`src/rtl/lmi_dram_arb_if.sv`:
```
// Bus bundle for lmi_dram_arb: instruction and data requesters plus the DRAM port.
// "master" is the side driving the requests and M_ACK; "slave" is the arbiter.
interface lmi_dram_arb_if;
  logic        I_REQ;
  logic [31:0] I_ADDR;
  logic        I_GNT;
  logic        I_DONE;
  logic        I_ERR;

  logic        D_REQ;
  logic [31:0] D_ADDR;
  logic        D_WR;
  logic        D_GNT;
  logic        D_DONE;
  logic        D_ERR;

  logic        M_REQ;
  logic [31:0] M_ADDR;
  logic        M_WR;
  logic        M_ACK;

  modport master (
    output I_REQ, I_ADDR, D_REQ, D_ADDR, D_WR, M_ACK,
    input  I_GNT, I_DONE, I_ERR, D_GNT, D_DONE, D_ERR, M_REQ, M_ADDR, M_WR
  );

  modport slave (
    input  I_REQ, I_ADDR, D_REQ, D_ADDR, D_WR, M_ACK,
    output I_GNT, I_DONE, I_ERR, D_GNT, D_DONE, D_ERR, M_REQ, M_ADDR, M_WR
  );
endinterface

```
`src/rtl/lmi_dram_arb.sv`:
```
// Two-requester round-robin DRAM arbiter with BASE/TOP window check.
// Define LMI_DRAM_ARB_TMO_EN to add an XFER timeout that ends a stuck access with ERR.
//
// state | meaning
// IDLE  | sample I_REQ/D_REQ, latch winner's address/WR/owner
// CHK   | owner's GNT high; window check on latched address
// XFER  | M_REQ high with stable M_ADDR/M_WR until M_ACK (or timeout)
// RESP  | owner's DONE pulse (ERR too on miss/timeout); pointer moves on
module lmi_dram_arb #(
  parameter int BASE_LO = 12,
  parameter int TOP_HI  = 23,
  parameter int TOP_LO  = 4,
  parameter int TMO_W   = 8
) (
  input  logic                 HCLK,
  input  logic                 HRESETn,
  input  logic [31:BASE_LO]    BASE,
  input  logic [TOP_HI:TOP_LO] TOP,
  lmi_dram_arb_if.slave        bus,
  output logic                 BUSY
);

  typedef enum logic [1:0] {IDLE, CHK, XFER, RESP} state_t;

  state_t      state;
  logic        owner;   // 0 = instruction, 1 = data
  logic        ptr;
  logic [31:0] addr_q;
  logic        wr_q;
  logic        m_req;
  logic        i_gnt, d_gnt, i_done, d_done, i_err, d_err;
  logic        pick;
  logic        hit;

`ifdef LMI_DRAM_ARB_TMO_EN
  localparam logic [TMO_W-1:0] TMO_LAST = {TMO_W{1'b1}} - TMO_W'(1);
  logic [TMO_W-1:0] tmo_cnt;
`endif

  // A lone requester wins outright; the pointer only breaks ties.
  always_comb begin
    pick = ptr;
    if (bus.I_REQ && !bus.D_REQ)
      pick = 1'b0;
    else if (!bus.I_REQ && bus.D_REQ)
      pick = 1'b1;
  end

  always_comb begin
    hit = (addr_q[31:TOP_HI+1]      == BASE[31:TOP_HI+1]) &&
          (addr_q[TOP_HI:BASE_LO]   >= BASE[TOP_HI:BASE_LO]) &&
          (addr_q[TOP_HI:TOP_LO]    <= TOP);
  end

  always_ff @(posedge HCLK) begin
    if (!HRESETn) begin
      state   <= IDLE;
      owner   <= 1'b0;
      ptr     <= 1'b0;
      addr_q  <= '0;
      wr_q    <= 1'b0;
      m_req   <= 1'b0;
      i_gnt   <= 1'b0;
      d_gnt   <= 1'b0;
      i_done  <= 1'b0;
      d_done  <= 1'b0;
      i_err   <= 1'b0;
      d_err   <= 1'b0;
`ifdef LMI_DRAM_ARB_TMO_EN
      tmo_cnt <= '0;
`endif
    end else begin
      i_gnt  <= 1'b0;
      d_gnt  <= 1'b0;
      i_done <= 1'b0;
      d_done <= 1'b0;
      i_err  <= 1'b0;
      d_err  <= 1'b0;
      case (state)
        IDLE: begin
          if (bus.I_REQ || bus.D_REQ) begin
            owner  <= pick;
            addr_q <= pick ? bus.D_ADDR : bus.I_ADDR;
            wr_q   <= pick & bus.D_WR;
            i_gnt  <= !pick;
            d_gnt  <= pick;
            state  <= CHK;
          end
        end
        CHK: begin
          if (hit) begin
            m_req   <= 1'b1;
`ifdef LMI_DRAM_ARB_TMO_EN
            tmo_cnt <= '0;
`endif
            state   <= XFER;
          end else begin
            i_done <= !owner;
            d_done <= owner;
            i_err  <= !owner;
            d_err  <= owner;
            state  <= RESP;
          end
        end
        XFER: begin
          // M_ACK takes precedence over a timeout landing in the same cycle.
          if (bus.M_ACK) begin
            m_req  <= 1'b0;
            i_done <= !owner;
            d_done <= owner;
            state  <= RESP;
          end
`ifdef LMI_DRAM_ARB_TMO_EN
          else if (tmo_cnt == TMO_LAST) begin
            m_req  <= 1'b0;
            i_done <= !owner;
            d_done <= owner;
            i_err  <= !owner;
            d_err  <= owner;
            state  <= RESP;
          end else begin
            tmo_cnt <= tmo_cnt + TMO_W'(1);
          end
`endif
        end
        RESP: begin
          ptr   <= !owner;
          state <= IDLE;
        end
        default: state <= IDLE;
      endcase
    end
  end

  assign bus.I_GNT  = i_gnt;
  assign bus.D_GNT  = d_gnt;
  assign bus.I_DONE = i_done;
  assign bus.D_DONE = d_done;
  assign bus.I_ERR  = i_err;
  assign bus.D_ERR  = d_err;
  assign bus.M_REQ  = m_req;
  assign bus.M_ADDR = addr_q;
  assign bus.M_WR   = wr_q;
  assign BUSY       = (state != IDLE);

endmodule

```
`src/flat_wrapper.sv`:
```
// flat-port wrapper written by rule: the top's interface ports become plain ports
module lmi_dram_arb_flat 
#(
  parameter int BASE_LO = 12,
  parameter int TOP_HI  = 23,
  parameter int TOP_LO  = 4,
  parameter int TMO_W   = 8
)
  (HCLK, HRESETn, BASE, TOP, BUSY, bus_I_REQ, bus_I_ADDR, bus_D_REQ, bus_D_ADDR, bus_D_WR, bus_M_ACK, bus_I_GNT, bus_I_DONE, bus_I_ERR, bus_D_GNT, bus_D_DONE, bus_D_ERR, bus_M_REQ, bus_M_ADDR, bus_M_WR);
  lmi_dram_arb_if bus_i ();
  input  logic HCLK;
  input  logic HRESETn;
  input  logic [31:BASE_LO] BASE;
  input  logic [TOP_HI:TOP_LO] TOP;
  output logic BUSY;
  input wire logic [$bits(bus_i.I_REQ)-1:0] bus_I_REQ;
  input wire logic [$bits(bus_i.I_ADDR)-1:0] bus_I_ADDR;
  input wire logic [$bits(bus_i.D_REQ)-1:0] bus_D_REQ;
  input wire logic [$bits(bus_i.D_ADDR)-1:0] bus_D_ADDR;
  input wire logic [$bits(bus_i.D_WR)-1:0] bus_D_WR;
  input wire logic [$bits(bus_i.M_ACK)-1:0] bus_M_ACK;
  output wire logic [$bits(bus_i.I_GNT)-1:0] bus_I_GNT;
  output wire logic [$bits(bus_i.I_DONE)-1:0] bus_I_DONE;
  output wire logic [$bits(bus_i.I_ERR)-1:0] bus_I_ERR;
  output wire logic [$bits(bus_i.D_GNT)-1:0] bus_D_GNT;
  output wire logic [$bits(bus_i.D_DONE)-1:0] bus_D_DONE;
  output wire logic [$bits(bus_i.D_ERR)-1:0] bus_D_ERR;
  output wire logic [$bits(bus_i.M_REQ)-1:0] bus_M_REQ;
  output wire logic [$bits(bus_i.M_ADDR)-1:0] bus_M_ADDR;
  output wire logic [$bits(bus_i.M_WR)-1:0] bus_M_WR;
  assign bus_i.I_REQ = bus_I_REQ;
  assign bus_i.I_ADDR = bus_I_ADDR;
  assign bus_i.D_REQ = bus_D_REQ;
  assign bus_i.D_ADDR = bus_D_ADDR;
  assign bus_i.D_WR = bus_D_WR;
  assign bus_i.M_ACK = bus_M_ACK;
  assign bus_I_GNT = bus_i.I_GNT;
  assign bus_I_DONE = bus_i.I_DONE;
  assign bus_I_ERR = bus_i.I_ERR;
  assign bus_D_GNT = bus_i.D_GNT;
  assign bus_D_DONE = bus_i.D_DONE;
  assign bus_D_ERR = bus_i.D_ERR;
  assign bus_M_REQ = bus_i.M_REQ;
  assign bus_M_ADDR = bus_i.M_ADDR;
  assign bus_M_WR = bus_i.M_WR;
  lmi_dram_arb #(.BASE_LO(BASE_LO), .TOP_HI(TOP_HI), .TOP_LO(TOP_LO), .TMO_W(TMO_W)) u_core (.HCLK(HCLK), .HRESETn(HRESETn), .BASE(BASE), .TOP(TOP), .bus(bus_i), .BUSY(BUSY));
endmodule
```
`config.mk`:
```
export PLATFORM = sky130hd
export DESIGN_NAME = lmi_dram_arb_flat
export DESIGN_NICKNAME = d
export VERILOG_FILES = /design/src/rtl/lmi_dram_arb_if.sv /design/src/rtl/lmi_dram_arb.sv /design/src/flat_wrapper.sv
export SDC_FILE = /design/constraint.sdc
export NUM_CORES = 1
export LEC_CHECK = 0
export CAP_MARGIN = 20
export CORE_UTILIZATION = 36
export DETAILED_ROUTE_END_ITERATION = 8
export GPL_ROUTABILITY_DRIVEN = 0
export PLACE_DENSITY = 0.77
export SYNTH_ARGS = -nofsm -noshare
export SYNTH_HDL_FRONTEND = slang
export SYNTH_SLANG_ARGS = --single-unit
```
`constraint.sdc`:
```
create_clock -name HCLK -period 2.05 [get_ports HCLK]
set_input_delay 0.41 -clock HCLK [delete_from_list [all_inputs] [get_ports HCLK]]
set_output_delay 0.41 -clock HCLK [all_outputs]
set_load 0.02 [all_outputs]
```
==> run summary, run 1 <==
The flow ran to the end, but the final reports show violations. The checks that failed: setup timing. In this run the remaining antenna-violating nets after routing total 0. The via count of the first global-routing pass is 3071, and the final setup slack of the worst path is -0.134 ns. The average via count per standard cell is 4.94. The total via count in the routed design is 2940. The first detailed-routing pass ran for 4 iterations. By area the synthesized netlist is led by dfxtp_1, ha_1, mux2i_1, o211a_1, nand2_1.

The number of synthesized flops with an enable pin came out at 0. The share of the clock period used by the worst path came out at 107%. Synthesis instantiated 37 different standard cells from the library. The leakage power is 2.41 nW, and the sequential element share of the synthesized area is 30.5%.

The tools report the filler-free cell count of the finished design as 595. The post-synthesis register bit count was 44. The run gives 2.22 ns as the required time reported for the critical path endpoint. The global-route total usage across every layer is 20.7%, and the power density over cell area is 978 nW/um2. Fraction of final layout cells with drive strength greater than 1: 21.7%. Setup repair after global routing could not meet its margin everywhere.

In this run the worst hold path is classified as reg -> reg. The mapped netlist covers 2890 um2. Counting every net in the synthesized netlist gives 466. The H-tree was split into 2 levels. The prevailing post-synth register cell is dfxtp_1. In this run, CTS created clock tree buffers numbering 5. On the final layout, the worst clock skew is 0.00705 ns. For this configuration, the core starts out at a cell density of 37.4%. In the final routed layout, each cell accounts on average for 14.2 um.

In this run the deepest clock path goes through 2 buffers. The cell at the root of the clock tree was clkbuf_8. The fraction of post-synthesis cell area in the top cell type by area was 30.5%.

The logs give 6 for the setup violation total in the final timing report and 458 MHz for the top achievable clock speed. TritonCTS built the clock tree. In the synthesized netlist, the number of instances is 320. Number of port buffers: 150. Worst setup path category: in -> reg.

By count the netlist is led by dfxtp_1, nand2_1, inv_1. The layout has 641 filler cells. The number of nets in the final layout was 638. The Yosys step of the flow raised 0 warnings. Post-cts hold buffer count: 0. STA classifies the critical path startpoint as an input pin. The width of the die came out at 91.6 um. The number of max-slew violations in the final report is 0, and the y dimension of the die is 91.6 um. In this run the core area contains 32 standard-cell rows.

The die covers 8380 um2. Along the worst path, the maximum fanout reaches 6. The clock reaches the later pin of the worst-skew pair after 0.29 ns. Global routing finished with a remaining overflow of 0. The worst-case IR drop observed on VDD is 0.556 mV.

After clock tree synthesis, the clock-pin slew on the worst setup and hold paths is 0.09 ns. Summed over all failing endpoints, the final setup total negative slack is -0.533 ns. Across all hold checks on the routed design, the worst slack comes to 0.501 ns.

Element type at the critical path end: a flop. Counting every sink on the clock net gives 44. The run gives 36 as the largest net degree at the start of global routing.

Summing all multi-input logic gate instances after layout gives 2090 um2. For the number of top-level pins, the log shows 151. The number of antenna violations at the first check in global routing is 0, and the count of endpoints failing hold in the final timing report is 0. The layout-stage area growth over the synthesis result is 78.0%. dfxtp_1 takes more of the synthesized area than any other cell. At the worst endpoint, the arrival time is 2.35 ns. The average cell area after synthesis was 9.02 um2; the number of instances in the placed design was 584. The max-capacitance violation count came out at 0. The tools report the aggregate routed wire length as 8.47 mm.

dfxtp_1 is the most common cell in the netlist. The total core area is 7730 um2. After detailed routing, the number of remaining DRC violations is 0. The share of flip-flops with an asynchronous set or reset was 0%.

Count of antenna diodes in the layout: 0. The time the worst path needs with I/O delays and setup was 2.18 ns. Headroom to the max-slew limit came out at 69.5%. In the final layout, flip-flops and latches occupy 902 um2.

After the first detailed-routing iteration, the DRC count stood at 85. The post-DP HPWL is 6.70 mm, and the transition time at the pin with the least slew margin is 0.454 ns. The first global-routing pass estimated 14.1 mm of wire.
## layer usage
layer / vias to the layer above / GRT usage (%) / wire length, um
met5: - / 0 / 0
met4: 0 / 5.69 / 39
met3: 2 / 5.44 / 694
met2: 113 / 37.1 / 4250
met1: 1360 / 24.1 / 3490
li1: 1465 / - / -
## sequential cells by signal (all words and copies together) (netlist names)
register and cells:
u_core.bus.D_GNT 1, u_core.bus.D_DONE 1, u_core.owner 1, u_core.bus.I_DONE 1
u_core.state 2, u_core.bus.I_GNT 1, u_core.bus.M_REQ 1, u_core.bus.D_ERR 1
u_core.bus.M_WR 1, u_core.bus.M_ADDR 32, u_core.ptr 1, u_core.bus.I_ERR 1
## worst paths after layout
kind,cells past startpoint,slack [ns],start,to
worst max register to register,7,-0.10,u_core.bus.M_ADDR[12]$_SDFFE_PN0P_,u_core.state[0]$_SDFFE_PN0P_
worst max-delay path,9,-0.13,TOP[17],u_core.state[0]$_SDFFE_PN0P_
worst min-delay path,2,0.50,u_core.bus.M_WR$_SDFFE_PN0P_,u_core.bus.M_WR$_SDFFE_PN0P_
worst min register to register,2,0.50,u_core.bus.M_WR$_SDFFE_PN0P_,u_core.bus.M_WR$_SDFFE_PN0P_
## layout by cell type (no fill, tap or decap), drive strengths merged, types with 2 or more instances in the layout
master and instances:
a211oi 2, a21boi 5, a21o 3, a21oi 14
buf 33, clkbuf 7, clkdlybuf4s15 4, clkdlybuf4s50 130
dfxtp 44, dlygate4sd2 13, ha 36, inv 38
mux2i 35, nand2 42, nand2b 2, nand3 4
nand4 7, nor2 7, nor2b 4, nor3 2
o211a 32, o21ai 5, xnor2 8
## cell families after synthesis
logic type,share of synthesized area (%)
buffers and inverters,7.06
DFF,30.5
adders and majority gates,15.9
AOI/OAI and AO/OA,20.0
xor gates and xnor gates,2.43
and+or+nand+nor,11.9
muxes,12.1
## area by class of cell
cell class	count	area share, %
multi-input cells	223	40.7
repair buffers	181	34.3
flip-flops and latches	44	17.5
inverters	37	3.04
well taps	102	2.48
clock buffers	6	1.61
clock inverters	2	0.268
## metrics by stage
stage | cell area (um2) | utilization [%] | setup slack, ns | total power, mW
floorplan | 3100 | - | -0.0323 | 2.97
global placement | 4950 | 64.0 | -0.830 | 4.27
detailed placement | 4950 | 64.0 | -0.847 | 4.35
CTS | 5120 | 66.3 | -0.119 | 5.03
global route | 5140 | 66.5 | -0.187 | 5.42
finish | 5140 | 66.5 | -0.134 | 5.03
## power breakdown
| part | internal (mW) | switching [mW] | total, mW |
|---|---|---|---|
| clock network | 0.274 | 0.306 | 0.580 |
| registers | 1.15 | 0.246 | 1.40 |
| logic | 1.61 | 1.44 | 3.05 |
## what timing repair did
| item | CTS | global route |
|---|---|---|
| pin swaps | 26 | 12 |
| hold endpoints to repair | 0 | 0 |
| resized for setup | 47 | 9 |
| setup buffers | 2 | 1 |
| endpoints found under the setup margin | 7 | 6 |
## worst max-delay path, cell delays in order
cell	delay (ns)
dlygate4sd2_1	0.24
inv_2	0.07
ha_4	0.20
nand4_1	0.16
nor3_2	0.07
a222oi_1	0.30
or4b_4	0.53
a21oi_4	0.26
a41oi_2	0.12
Note: power is estimated with default switching activity, not from simulation.
==> run 2: changes to the inputs <==
CORE_ASPECT_RATIO = 0.5   (was unset)
==> run summary, run 2 (same netlist as run 1, synthesis figures left out) <==
The time the worst path needs with I/O delays and setup is 2.23 ns (+0.0430 ns). The switching share of power was 38.4% (-1.3 points). The family with the most delay on the worst path was compound AO/OA/AOI/OAI gates. The signal on the critical path passes through clkdlybuf4s50_1 -> inv_1 -> ha_1 -> o211ai_1 -> a21boi_2 -> or4b_4 -> a21oi_4 -> a41oi_2. The run gives 151 (unchanged) as the number of top-level pins. The leakage power is 2.44 nW (+1.0%), and the smallest hold slack is 0.486 ns (-0.0154 ns). The largest net degree at the start of global routing was 57 (+58%); the clock input transition at the sequential cells of the worst setup and hold paths was 0.06 ns (-0.03 ns). The routed wire length per instance is 14.6 um (+2.8%).

The logic gate share of total power came out at 57.1% (-3.6 points). In this run the worst setup path begins at TOP[6]. The number of max-slew violations in the final report was 0 (unchanged). The path with the worst hold slack has its endpoint at u_core.bus.M_WR$_SDFFE_PN0P_.

The share of the clock period used by the worst path came out at 109% (+2.1 points). The number of port buffers is 150 (unchanged). The post-place setup slack was -0.853 ns (-0.00585 ns). The power density over cell area works out to 1030 nW/um2 (+5.8%). The logs give 21.6% (+0.90 points) for the global-route total usage across every layer and 6 (+2) for the total iterations of the first detailed-routing run.

The area growth from synthesis to layout is 80.5%. The logs give 38.3% (+0.92 points) for the effective utilization at floorplan and 14.0 mm (about the same) for the global-route wire length before repair. Internal cell power: 3.33 mW (+9.7%). The worst setup path is captured at a flop. The flow ran to the end, but the final reports show violations. The run gives 905 um2 (+0.28%) as the register cell area after layout. For the maximum clock skew at final layout, the log shows 0.00513 ns (-0.00192 ns).

The type of element launching the critical path is an input pin. The peak supply drop is 0.460 mV (-17%), and the max-capacitance violation count is 0 (unchanged). The worst register-to-register path begins at u_core.bus.M_ADDR[23]$_SDFFE_PN0P_. The peak fanout along the critical path came out at 6 (unchanged). The root buffer cell chosen for the clock tree is clkbuf_16. The final reports fail on setup timing. The total via count in the routed design is 2956 (+0.54%). The run gives 16.9% (+5.4 points) as the power share of the clock group. The count of antenna diodes in the layout is 0 (unchanged). The run gives 5 (unchanged) as the number of buffers created by CTS.

The sequential group share of total power is 25.9% (-1.9 points), and the signal arrival time at the worst endpoint is 2.38 ns (+0.03 ns). The endpoint identified for the worst register-to-register timing path is u_core.state[0]$_SDFFE_PN0P_. The peak per-stage delay on the critical path was 0.57 ns (+0.04 ns); the total area of multi-input combinational cells was 2090 um2 (about the same).

For the initial detailed-routing violation count, the log shows 110 (+29%). TritonCTS built the clock tree. The flip-flop count of the largest register after layout was 32 (unchanged). The tools report the top achievable clock speed as 449 MHz (-1.9%).

Setup repair after global routing could not meet its margin everywhere. The tools report the via count of the first global-routing pass as 2899 (-5.6%). The startpoint identified for the worst hold timing path is u_core.bus.M_WR$_SDFFE_PN0P_.

The y dimension of the die was 65.3 um (-29%). The min-delay analysis places its worst path in the category reg -> reg. The worst path buffer plus inverter count works out to 2 (unchanged). Setup violation total in the final timing report: 6 (unchanged).

The run gives 2 (unchanged) as the number of H-tree levels. The critical path is of the in -> reg type. The number of design rule violations left after detail routing is 0 (unchanged). The logs give 7.03 mm (+4.9%) for the post-DP HPWL and 7540 um2 (-2.4%) for the total core area. The hold-critical path depth was 2 (unchanged). For the aggregate routed wire length, the log shows 8.87 mm (+4.7%).

The largest individual stage delay along the critical path comes from the cell or4b_4. The area enclosed by the die boundary was 8410 um2 (+0.25%); the fraction of final layout cells with drive strength greater than 1 was 23.3% (+1.6 points). The width of the die is 129 um (+41%), and the cell depth of the worst flop-to-flop path is 8 (+1). The logs give 631 (-1.6%) for the number of fill cells and 2 (unchanged) for the maximum count of clock buffers along a single path. The transition time at the pin with the least slew margin was 0.411 ns (-0.0427 ns); the count of endpoints failing hold in the final timing report was 0 (unchanged). The most frequent standard cell in the layout excluding fill and tap cells was clkdlybuf4s50_1. The run gives 44 (unchanged) as the clock sink count. Leaving out fill and tap cells, the most frequent cells in the layout are clkdlybuf4s50_1, nand2_1, mux2i_1, buf_4, o211a_1. The number of core rows was 22 (-31%). The number of nets in the final layout was 643 (+0.78%). The number of antenna violations at the first check in global routing came out at 0 (unchanged). For the switching component of the power, the log shows 2.07 mW (+3.7%). The post-cts hold buffer count is 0 (unchanged). Final setup slack of the worst path: -0.177 ns (-0.0430 ns). The sum of overflow across all layers after global routing is 0 (unchanged). The slack of the worst reg-to-reg path was -0.17 ns (-0.07 ns). The average via count per standard cell was 4.88 (-1.3%); the required time reported for the critical path endpoint was 2.21 ns (about the same). Clock latency on the worst-skew pair: 0.29 ns (about the same). The post-route antenna net violation count came out at 0 (unchanged). Relative max-transition margin: 72.5% (+3.1 points).
[run 2: changes by cell type in the layout (fill, tap and decap cells not counted), moves of 3 or more]
cell / previous run / this run
buf_12: 5 / 2
clkbuf_8: 6 / 0
clkbuf_16: 0 / 5
dlygate4sd2_1: 13 / 10
buf_4: 26 / 34
[run 2: cell type report]
cell class	instances	area share [%]
tap	108	2.59
clock inverter	2	0.672
timing repair buffer	186	33.7
sequential	44	17.4
multi-input combinational	223	40.2
clock buffer	6	2.47
inverter	37	3.00
[run 2: worst max path at each step]
stage | end | slack, ns | depth (start not counted)
after floorplan | u_core.state[0]$_SDFFE_PN0P_ | -0.03 | 8
after global placement | u_core.state[0]$_SDFFE_PN0P_ | -0.84 | 9
after detailed placement | u_core.state[0]$_SDFFE_PN0P_ | -0.85 | 9
after CTS | u_core.state[0]$_SDFFE_PN0P_ | -0.19 | 7
after global routing | u_core.bus.I_DONE$_SDFF_PN0_ | -0.24 | 8
final | u_core.state[0]$_SDFFE_PN0P_ | -0.18 | 8
[run 2: per-layer routing]
metal | GRT usage [%] | wire length [um] | vias up
met2 | 36.6 | 4120 | 84
met3 | 4.56 | 439 | 10
met5 | 0 | 0 | -
met1 | 28.4 | 4200 | 1373
met4 | 4.56 | 106 | 0
li1 | - | - | 1489
[run 2: timing repair]
item | in CTS | in global routing
pin swaps | 24 | 19
cloned | 0 | 0
setup buffers | 2 | 2
resized for setup | 45 | 19
setup endpoints to repair | 7 | 6
[run 2: through the flow]
stage                     utilization, %  total power, mW  setup TNS (ns)  cell area, um2  cells
after floorplan                        -             2.97         -0.0383            3100    320
after global placement              65.6             4.30           -4.84            4950    594
after detailed placement            65.6             4.36           -4.90            4950    594
after CTS                           68.7             5.37          -0.869            5180    604
after global routing                69.1             5.75           -1.29            5210    606
final                               69.1             5.40          -0.804            5210    606
[run 2: power groups by stage]
stage	clock network (mW)	logic (mW)	registers, mW
2_1_floorplan	0	1.27	1.70
3_3_place_gp	0	2.91	1.39
3_5_place_dp	0	2.96	1.40
4_1_cts	0.935	3.04	1.40
5_1_grt	0.958	3.36	1.43
6_report	0.914	3.08	1.40
[run 2: worst min-delay path: stages (launching register included)]
cell and delay [ns]:
dfxtp_1 0.31, o21ai_0 0.06, a21boi_0 0.07
==> run 3: changes to the inputs <==
SETUP_SLACK_MARGIN = 0.02   (was unset)
TNS_END_PERCENT = 5   (was unset)
==> run summary, run 3 (same netlist as run 1, synthesis figures left out) <==
The tools report the post-cts hold buffer count as 0 (unchanged). Power density over cell area: 1010 nW/um2 (-2.3%). The relative max-transition margin is 64.3% (-8.2 points), and the number of fill cells is 636 (+0.79%). In this run the critical register-to-register path is captured at u_core.state[0]$_SDFFE_PN0P_.

The worst path buffer plus inverter count works out to 2 (unchanged). The tools report the largest net degree at the start of global routing as 52 (-8.8%). The number of H-tree levels was 2 (unchanged); the total area of multi-input combinational cells was 2050 um2 (-2.2%).

For the maximum count of clock buffers along a single path, the log shows 2 (unchanged). The time the worst path needs with I/O delays and setup was 2.26 ns (+0.0355 ns). The worst setup path is captured at a flop. The run gives 0 (unchanged) as the count of antenna diodes in the layout.

The min-delay analysis places its worst path in the category reg -> reg. The tools report the max-capacitance violation count as 0 (unchanged). The master of the slowest instance on the critical path was clkdlybuf4s50_1.

CTS placed an instance of clkbuf_16 at the clock tree root. The hold-critical path depth came out at 2 (unchanged). The tools report the via count of the first global-routing pass as 2839 (-2.1%). The tools report the final setup slack of the worst path as -0.213 ns (-0.0355 ns). The number of antenna violations at the first check in global routing is 0 (unchanged), and the count of endpoints failing hold in the final timing report is 0 (unchanged). Most frequent standard cell in the layout excluding fill and tap cells: clkdlybuf4s50_1.

Global-route total usage across every layer: 21.2% (-0.42 points). The run gives 68.1% (-1.0 points) as the final design utilization. The clock sink count is 44 (unchanged). The maximum clock skew at final layout was 0.00172 ns (-0.00340 ns); the fraction of final layout cells with drive strength greater than 1 was 20.3% (-3.0 points).

Traced cell by cell, the critical path runs through clkdlybuf4s50_1 -> inv_1 -> ha_1 -> a2111o_1 -> a311o_1 -> a21oi_2 -> a21oi_4 -> a211oi_1. The number of nets in the final layout was 638 (-0.78%); the share of the clock period used by the worst path was 110% (+1.7 points). The number of buffers created by CTS is 5 (unchanged).

The setup violation total in the final timing report was 6 (unchanged). The top cell types in the final layout, fill and taps aside, are clkdlybuf4s50_1, nand2_1, mux2i_1, o211a_1, dfxtp_1. The tools report the signal arrival time at the worst endpoint as 2.47 ns (+0.09 ns). Transition time at the pin with the least slew margin: 0.533 ns (+0.122 ns). The width of the die works out to 129 um (unchanged).

The worst setup path category was in -> reg. Type of element launching the critical path: an input pin. The aggregate routed wire length was 8.58 mm (-3.2%).

The leakage power is 2.42 nW (-0.52%), and the global-route wire length before repair is 13.7 mm (-2.7%). The peak supply drop was 0.485 mV (+5.2%); the routed wire length per instance was 14.3 um (-2.4%). The number of top-level pins was 151 (unchanged). The cell depth of the worst flop-to-flop path was 7 (-1); the peak per-stage delay on the critical path was 0.45 ns (-0.12 ns).

For the sum of overflow across all layers after global routing, the log shows 0 (unchanged). The total iterations of the first detailed-routing run came out at 4 (-2). For the total via count in the routed design, the log shows 2865 (-3.1%). The effective utilization at floorplan is 38.3% (unchanged), and the post-route antenna net violation count is 0 (unchanged). The tools report the number of core rows as 22 (unchanged). The logs give 0.482 ns (-0.00413 ns) for the smallest hold slack and 0.29 ns (about the same) for the clock latency on the worst-skew pair.

TritonCTS built the clock tree. Setup repair after global routing could not meet its margin everywhere. Critical hold path startpoint: u_core.bus.M_REQ$_SDFFE_PN0P_.

Compared with the post-synthesis result, the final layout area differs by 77.9%. The number of max-slew violations in the final report was 0 (unchanged); the total core area was 7540 um2 (unchanged). The number of design rule violations left after detail routing came out at 0 (unchanged). The peak fanout along the critical path is 6 (unchanged), and the register cell area after layout is 902 um2 (-0.28%). The required time reported for the critical path endpoint was 2.26 ns (+0.05 ns); the clock input transition at the sequential cells of the worst setup and hold paths was 0.06 ns (about the same). The initial detailed-routing violation count came out at 100 (-9.1%). For the top achievable clock speed, the log shows 442 MHz (-1.6%). The family with the most delay on the worst path is compound AO/OA/AOI/OAI gates. The flip-flop count of the largest register after layout was 32 (unchanged). The final reports fail on setup timing. The average via count per standard cell was 4.77 (-2.3%). The run finished, with violations left. The path with the worst hold slack has its endpoint at u_core.bus.M_REQ$_SDFFE_PN0P_.

The logs give 6.82 mm (-3.0%) for the post-DP HPWL and 8410 um2 (unchanged) for the area enclosed by the die boundary. The slack of the worst reg-to-reg path was -0.20 ns (-0.03 ns); the number of port buffers was 150 (unchanged). The startpoint identified for the worst register-to-register timing path is u_core.bus.M_ADDR[12]$_SDFFE_PN0P_.

The y dimension of the die came out at 65.3 um (unchanged).
[run 3: cell count changes in the layout (fill, tap and decap cells not counted), sizes merged]
| cell | change |
|---|---|
| clkbuf | -1 |
| clkinv | +1 |
| clkdlybuf4s50 | +2 |
| buf | -6 |
| bufinv | -1 |
[run 3: cell type report]
cell class / instances / share of cell area (%)
well taps: 108 / 2.63
flip-flops and latches: 44 / 17.6
repair buffers: 181 / 34.0
clock buffers: 6 / 2.70
clock inverters: 2 / 0.195
multi-input cells: 223 / 39.9
inverters: 37 / 3.05
[run 3: worst max-delay path by stage]
stage | startpoint | cells after the start | endpoint | slack [ns]
after floorplan | TOP[9] | 8 | u_core.state[0]$_SDFFE_PN0P_ | -0.03
after global routing | TOP[14] | 9 | u_core.state[0]$_SDFFE_PN0P_ | -0.31
after global placement | TOP[18] | 10 | u_core.bus.I_DONE$_SDFF_PN0_ | -0.91
after detailed placement | TOP[19] | 10 | u_core.bus.I_ERR$_SDFF_PN0_ | -0.94
after CTS | BASE[13] | 8 | u_core.bus.I_DONE$_SDFF_PN0_ | -0.22
final | BASE[13] | 8 | u_core.bus.I_DONE$_SDFF_PN0_ | -0.21
[run 3: worst min-delay path: cells and delay by family (launching register included)]
kind | cells | cell delay, ns
AOI/OAI and AO/OA | 1 | 0.06
and+or+nand+nor | 1 | 0.06
DFF | 1 | 0.32
[run 3: routing by layer]
layer / track usage [%] / wire length, um
met2: 36.6 / 4070
met4: 4.41 / 45
met1: 27.3 / 3990
met5: 0 / 0
met3: 4.56 / 476
[run 3: repair_timing]
action	CTS	global route
pin swaps	25	8
endpoints found under the setup margin	7	6
resized for setup	40	6
setup buffers	1	2
[run 3: stage by stage]
stage          std cells  area (um2)  power, mW  setup TNS [ns]  worst slack, ns
2_1_floorplan        320        3100       2.97         -0.0765          -0.0323
3_3_place_gp         590        4930       4.25           -5.18           -0.914
3_5_place_dp         590        4930       4.30           -5.28           -0.936
4_1_cts              599        5120       5.20           -1.06           -0.222
5_1_grt              601        5140       5.56           -1.59           -0.311
6_report             601        5140       5.19           -1.06           -0.213
[run 3: power breakdown]
group          internal (mW)  total (mW)  switching [mW]
Clock                  0.481       0.825           0.344
Sequential              1.15        1.39           0.239
Combinational           1.54        2.97            1.43
==> edit 1: new RTL, config.mk and constraints of run 3 <==
The 4 states of `state_t` get a one-hot encoding in 4 bits.
--- a/src/rtl/lmi_dram_arb.sv
+++ b/src/rtl/lmi_dram_arb.sv
@@ -20,7 +20,7 @@
   output logic                 BUSY
 );
 
-  typedef enum logic [1:0] {IDLE, CHK, XFER, RESP} state_t;
+  typedef enum logic [3:0] {IDLE = 4'b0001, CHK = 4'b0010, XFER = 4'b0100, RESP = 4'b1000} state_t;
 
   state_t      state;
   logic        owner;   // 0 = instruction, 1 = data
Formal check against the unedited RTL: no difference found for any inputs over 10 cycles, from zero or initial values and one cycle with HRESETn low; not proved beyond that.
==> edit 1 against run 3 <==
  * Utilization shrank 3.1 points
  * The run still ends with setup timing left
  * Sequential cell count grew 2
  * First-iteration DRC count up 33%
  * Synthesized area increased by 3.3%
  * Critical path type unchanged
  * Routed wire length is 6.8% higher
  * Final area increased by 1.7%
  * Sequential share of layout area is 0.15 points higher
  * Critical endpoint is now u_core.bus.I_ERR
  * Count of clock-buffer cells in the layout increased by 1
  * Hold slack got worse by 3.9 ps
  * Largest cell class unchanged
  * Worst setup slack improved by 190 ps
  * Highest routed layer unchanged
  * Synthesized cell count grew 1.3%
Power is not compared: it rests on default switching activity, and its combinational part moved more than twofold at a synthesized area within 25%.
==> edit 1: results (changes against run 3) <==
CP Max Fanout 5 (was 6); met2 routed WL 4620 microns (was 4070 microns); Total GRT Usage 22.3% (was 21.2%); Post-synth top cells dfxtp_1, nand2_1, inv_1 (unchanged); Reg2Reg Launch Point u_core.bus.M_ADDR[11] (was u_core.bus.M_ADDR[12]); failing checks setup timing (unchanged); Max transition margin 62.0% (was 64.3%); Starting DRT DRC Count 133 (was 100); Cell Count, Final, Fillers Out 617 (was 601); routed vias 2978 (was 2865); FF-to-FF path depth 6 (was 7); Synth Instances 324 (was 320); largest net degree at the start of global routing 51 (was 52); Inst Count DP 607 (was 590); ratio of cells with drive above 1 in the final layout 19.0% (was 20.3%); Clk Latency, worst-skew pair 290 ps (about the same); endpoints failing setup 1 (was 6); r2r setup slk -20 ps (was -200 ps); first-pass GRT wire length 14500 microns (was 13700 microns); Pre-Repair DR Iteration Count 4 (unchanged); WL met3 365 microns (was 476 microns); Worst Setup SP TOP[17] (was BASE[13]); Unique masters post-synth 45 (was 37); IO buf count 150 (unchanged); Min-Delay Startpoint u_core.bus.M_WR (was u_core.bus.M_REQ); delay-heaviest family, CP simple AND/OR/NAND/NOR gates (was compound AO/OA/AOI/OAI gates); max incr delay on CP 560 ps (was 450 ps); slowest CP cell or4_4 (was clkdlybuf4s50_1); DP HPWL 6990 microns (was 6820 microns); ranking of synthesized cells by area dfxtp_1, ha_1, mux2i_1, o211a_1, nand2_1 (unchanged); hold path endpoint u_core.bus.M_WR (was u_core.bus.M_REQ); top sig layer met4 (unchanged); Seq/Total Area, Yosys 30.9% (was 30.5%); Critical Path AT 2290 ps (was 2470 ps); outcome finished with violations (unchanged); clock root cell clkbuf_16 (unchanged); Final nets 646 (was 638); Primary FF master, synth dfxtp_1 (unchanged); clock skew 4.55 ps (was 1.72 ps); placed cell area 4840 sq um (was 4930 sq um); met1 wire length 4050 microns (was 3990 microns); worst r2r dst u_core.bus.I_ERR (was u_core.state[0]); Post-Route WL 9160 microns (was 8580 microns); final worst setup slack -26.6 ps (was -213 ps)
-- edit 1: through the flow --
stage | hold WS (ps) | setup TNS, ps | setup WS, ps
after floorplan | 450 | 0 | 36.7
after global placement | 459 | -4240 | -556
after detailed placement | 474 | -4900 | -615
after CTS | 484 | -702 | -174
after global routing | 510 | -479 | -82.8
final | 478 | -26.6 | -26.6
-- edit 1: power groups by stage --
stage	clock [uW]	combinational [uW]	sequential, uW
floorplan	0	565	1250
global placement	0	1360	1120
detailed placement	0	1390	1120
CTS	850	1460	1130
global route	904	1610	1150
finish	827	1480	1130
-- edit 1: timing repair --
action | CTS | global route
buffers inserted | 1 | 1
resized for setup | 48 | 18
pin swaps | 10 | 13
endpoints found under the hold margin | 0 | 0
setup endpoints to repair | 8 | 8
-- edit 1: metal layers --
layer	track usage, %	vias to the layer above
met5	0	-
met1	27.1	1388
met3	4.69	11
li1	-	1520
met2	39.7	59
met4	6.18	0
-- edit 1: kinds of logic after synthesis --
kind of cell | count (synthesis) | synth area share, %
and+or+nand+nor | 78 | 13.4
AOI/OAI and AO/OA | 76 | 21.3
buffers and inverters | 49 | 7.00
DFF | 46 | 30.9
muxes | 33 | 11.1
adders and majority gates | 33 | 13.8
xor gates and xnor gates | 9 | 2.64
-- edit 1: cell type report --
cell class / instances / area (sq um)
clock inverter: 1 / 5.00
clock buffer: 7 / 143
fill: 630 / 2810
timing repair buffer: 188 / 1790
inverter: 34 / 128
multi-input combinational: 229 / 2090
tap: 112 / 140
sequential: 46 / 925
-- edit 1: worst max path at each step --
stage,to,cells after the start
floorplan,u_core.bus.D_ERR,7
global placement,u_core.bus.D_ERR,8
detailed placement,u_core.bus.D_ERR,8
CTS,u_core.bus.D_ERR,8
global route,u_core.bus.I_DONE,9
finish,u_core.bus.I_ERR,8
==> edit 2: new RTL, settings of run 3 <==
Made on the original files. Build with the macro `LMI_DRAM_ARB_TMO_EN` defined.
--- a/src/rtl/lmi_dram_arb.sv
+++ b/src/rtl/lmi_dram_arb.sv
@@ -6,6 +6,8 @@
 // CHK   | owner's GNT high; window check on latched address
 // XFER  | M_REQ high with stable M_ADDR/M_WR until M_ACK (or timeout)
 // RESP  | owner's DONE pulse (ERR too on miss/timeout); pointer moves on
+`define LMI_DRAM_ARB_TMO_EN
+
 module lmi_dram_arb #(
   parameter int BASE_LO = 12,
   parameter int TOP_HI  = 23,
Formal check against the unedited RTL: same outputs for any inputs over 10 cycles, from zero or initial values and one cycle with HRESETn low; that may be too few to reach the edited logic, so the function may still have changed.
==> edit 2 against run 3 <==
  * The run still ends with setup timing left
  * Synthesized area up 21%
  * Sequential cell count grew 8
  * Worst setup slack improved by 79 ps
  * Power increased by 22%
  * Routed wire length rose by 31%
  * Fmax is 3.6% higher
  * Sequential share of layout area is 0.28 points lower
  * Hold slack better by 17 ps
  * Sequential power up 14%
  * Synthesized cell count increased by 25%
  * Die area rose by 21%
  * Final area is 21% higher
  * Utilization down 2.6 points
  * Largest cell class unchanged
==> edit 2: results (changes against run 3) <==
Flop pwr share 25.0% (was 26.8%); Yosys top cell area share 29.7% (was 30.5%); Mean Syn Cell Area 8.78 sq um (was 9.02 sq um); final worst setup slack -133 ps (was -213 ps); mux contribution to synthesized area 10.0% (was 12.1%); Reg2Reg Launch Point u_core.bus.M_ADDR[19] (was u_core.bus.M_ADDR[12]); outcome finished with violations (unchanged); Least-Margin Pin Slew 542 ps (was 533 ps); Synth Area in XOR/XNOR 2.25% (was 2.43%); Min-Delay Startpoint u_core.bus.M_ADDR[1] (was u_core.bus.M_REQ); CP Max Fanout 7 (was 6); DP HPWL 7880 microns (was 6820 microns); met3 usage 3.07% (was 4.56%); Starting DRT DRC Count 127 (was 100); first-pass GRT wire length 17600 microns (was 13700 microns); met1 Use GR 26.8% (was 27.3%); Pint 3730 uW (was 3180 uW); Inst Count DP 703 (was 590); setup tns final -1130 ps (was -1060 ps); Total GRT Usage 21.8% (was 21.2%); ratio of cells with drive above 1 in the final layout 27.6% (was 20.3%); Post-synth top cells nand2_1, dfxtp_1, ha_1 (was dfxtp_1, nand2_1, inv_1); post-synthesis adder-cell area fraction 14.2% (was 15.9%); ranking of synthesized cells by area dfxtp_1, ha_1, mux2i_1, o211a_1, nand2_1 (unchanged); Leak 0.00284 uW (was 0.00242 uW); placed cell area 5550 sq um (was 4930 sq um); Seq/Total Area, Yosys 29.7% (was 30.5%); WL met3 278 microns (was 476 microns); pre-CTS WS -957 ps (was -936 ps); post-route cell area 6190 sq um (was 5140 sq um); routed vias 3662 (was 2865); Post-Route WL 11200 microns (was 8580 microns); met2 routed WL 5880 microns (was 4070 microns); worst IR drop on VDD 493 uV (was 485 uV); Cell Count, Final, Fillers Out 726 (was 601); endpoints failing setup 14 (was 6); Syn Nets 548 (was 466); compound-cell area share of the yosys netlist 22.5% (was 20.0%); vias in the first global route 3603 (was 2839); clock skew 9.15 ps (was 1.72 ps); met1 wire length 4980 microns (was 3990 microns); largest net degree at the start of global routing 69 (was 52); Unique masters post-synth 45 (was 37); Final nets 739 (was 638); met2 Resource Use GR 41.0% (was 36.6%); NetSw 2590 uW (was 2010 uW); Worst Setup SP BASE[15] (was BASE[13]); clock network fraction of total power 13.9% (was 15.9%); failing checks setup timing (unchanged); initial antenna violation count 0 (unchanged); Critical Path AT 2430 ps (was 2470 ps)
[edit 2: path summary, 6_finish.rpt]
| kind | to | cells after the start | slack [ps] |
|---|---|---|---|
| worst max register to register | u_core.tmo_cnt[5] | 8 | -120 |
| worst min-delay path | u_core.bus.M_ADDR[1] | 1 | 500 |
| worst min register to register | u_core.bus.M_ADDR[1] | 1 | 500 |
| worst max-delay path | u_core.state[0] | 10 | -130 |
[edit 2: repair_timing]
action / 4_1_cts / 5_1_grt
endpoints found under the setup margin: 15 / 14
buffers inserted: 9 / 5
pin swaps: 41 / 20
cloned: 1 / 0
resized for setup: 91 / 26
[edit 2: area by class of cell]
class | count | area [sq um]
flip-flops and latches | 52 | 1070
fillers | 715 | 3260
inverters | 38 | 168
clock buffers | 5 | 125
repair buffers | 206 | 1940
well taps | 135 | 169
clock inverters | 3 | 27.5
multi-input cells | 287 | 2690
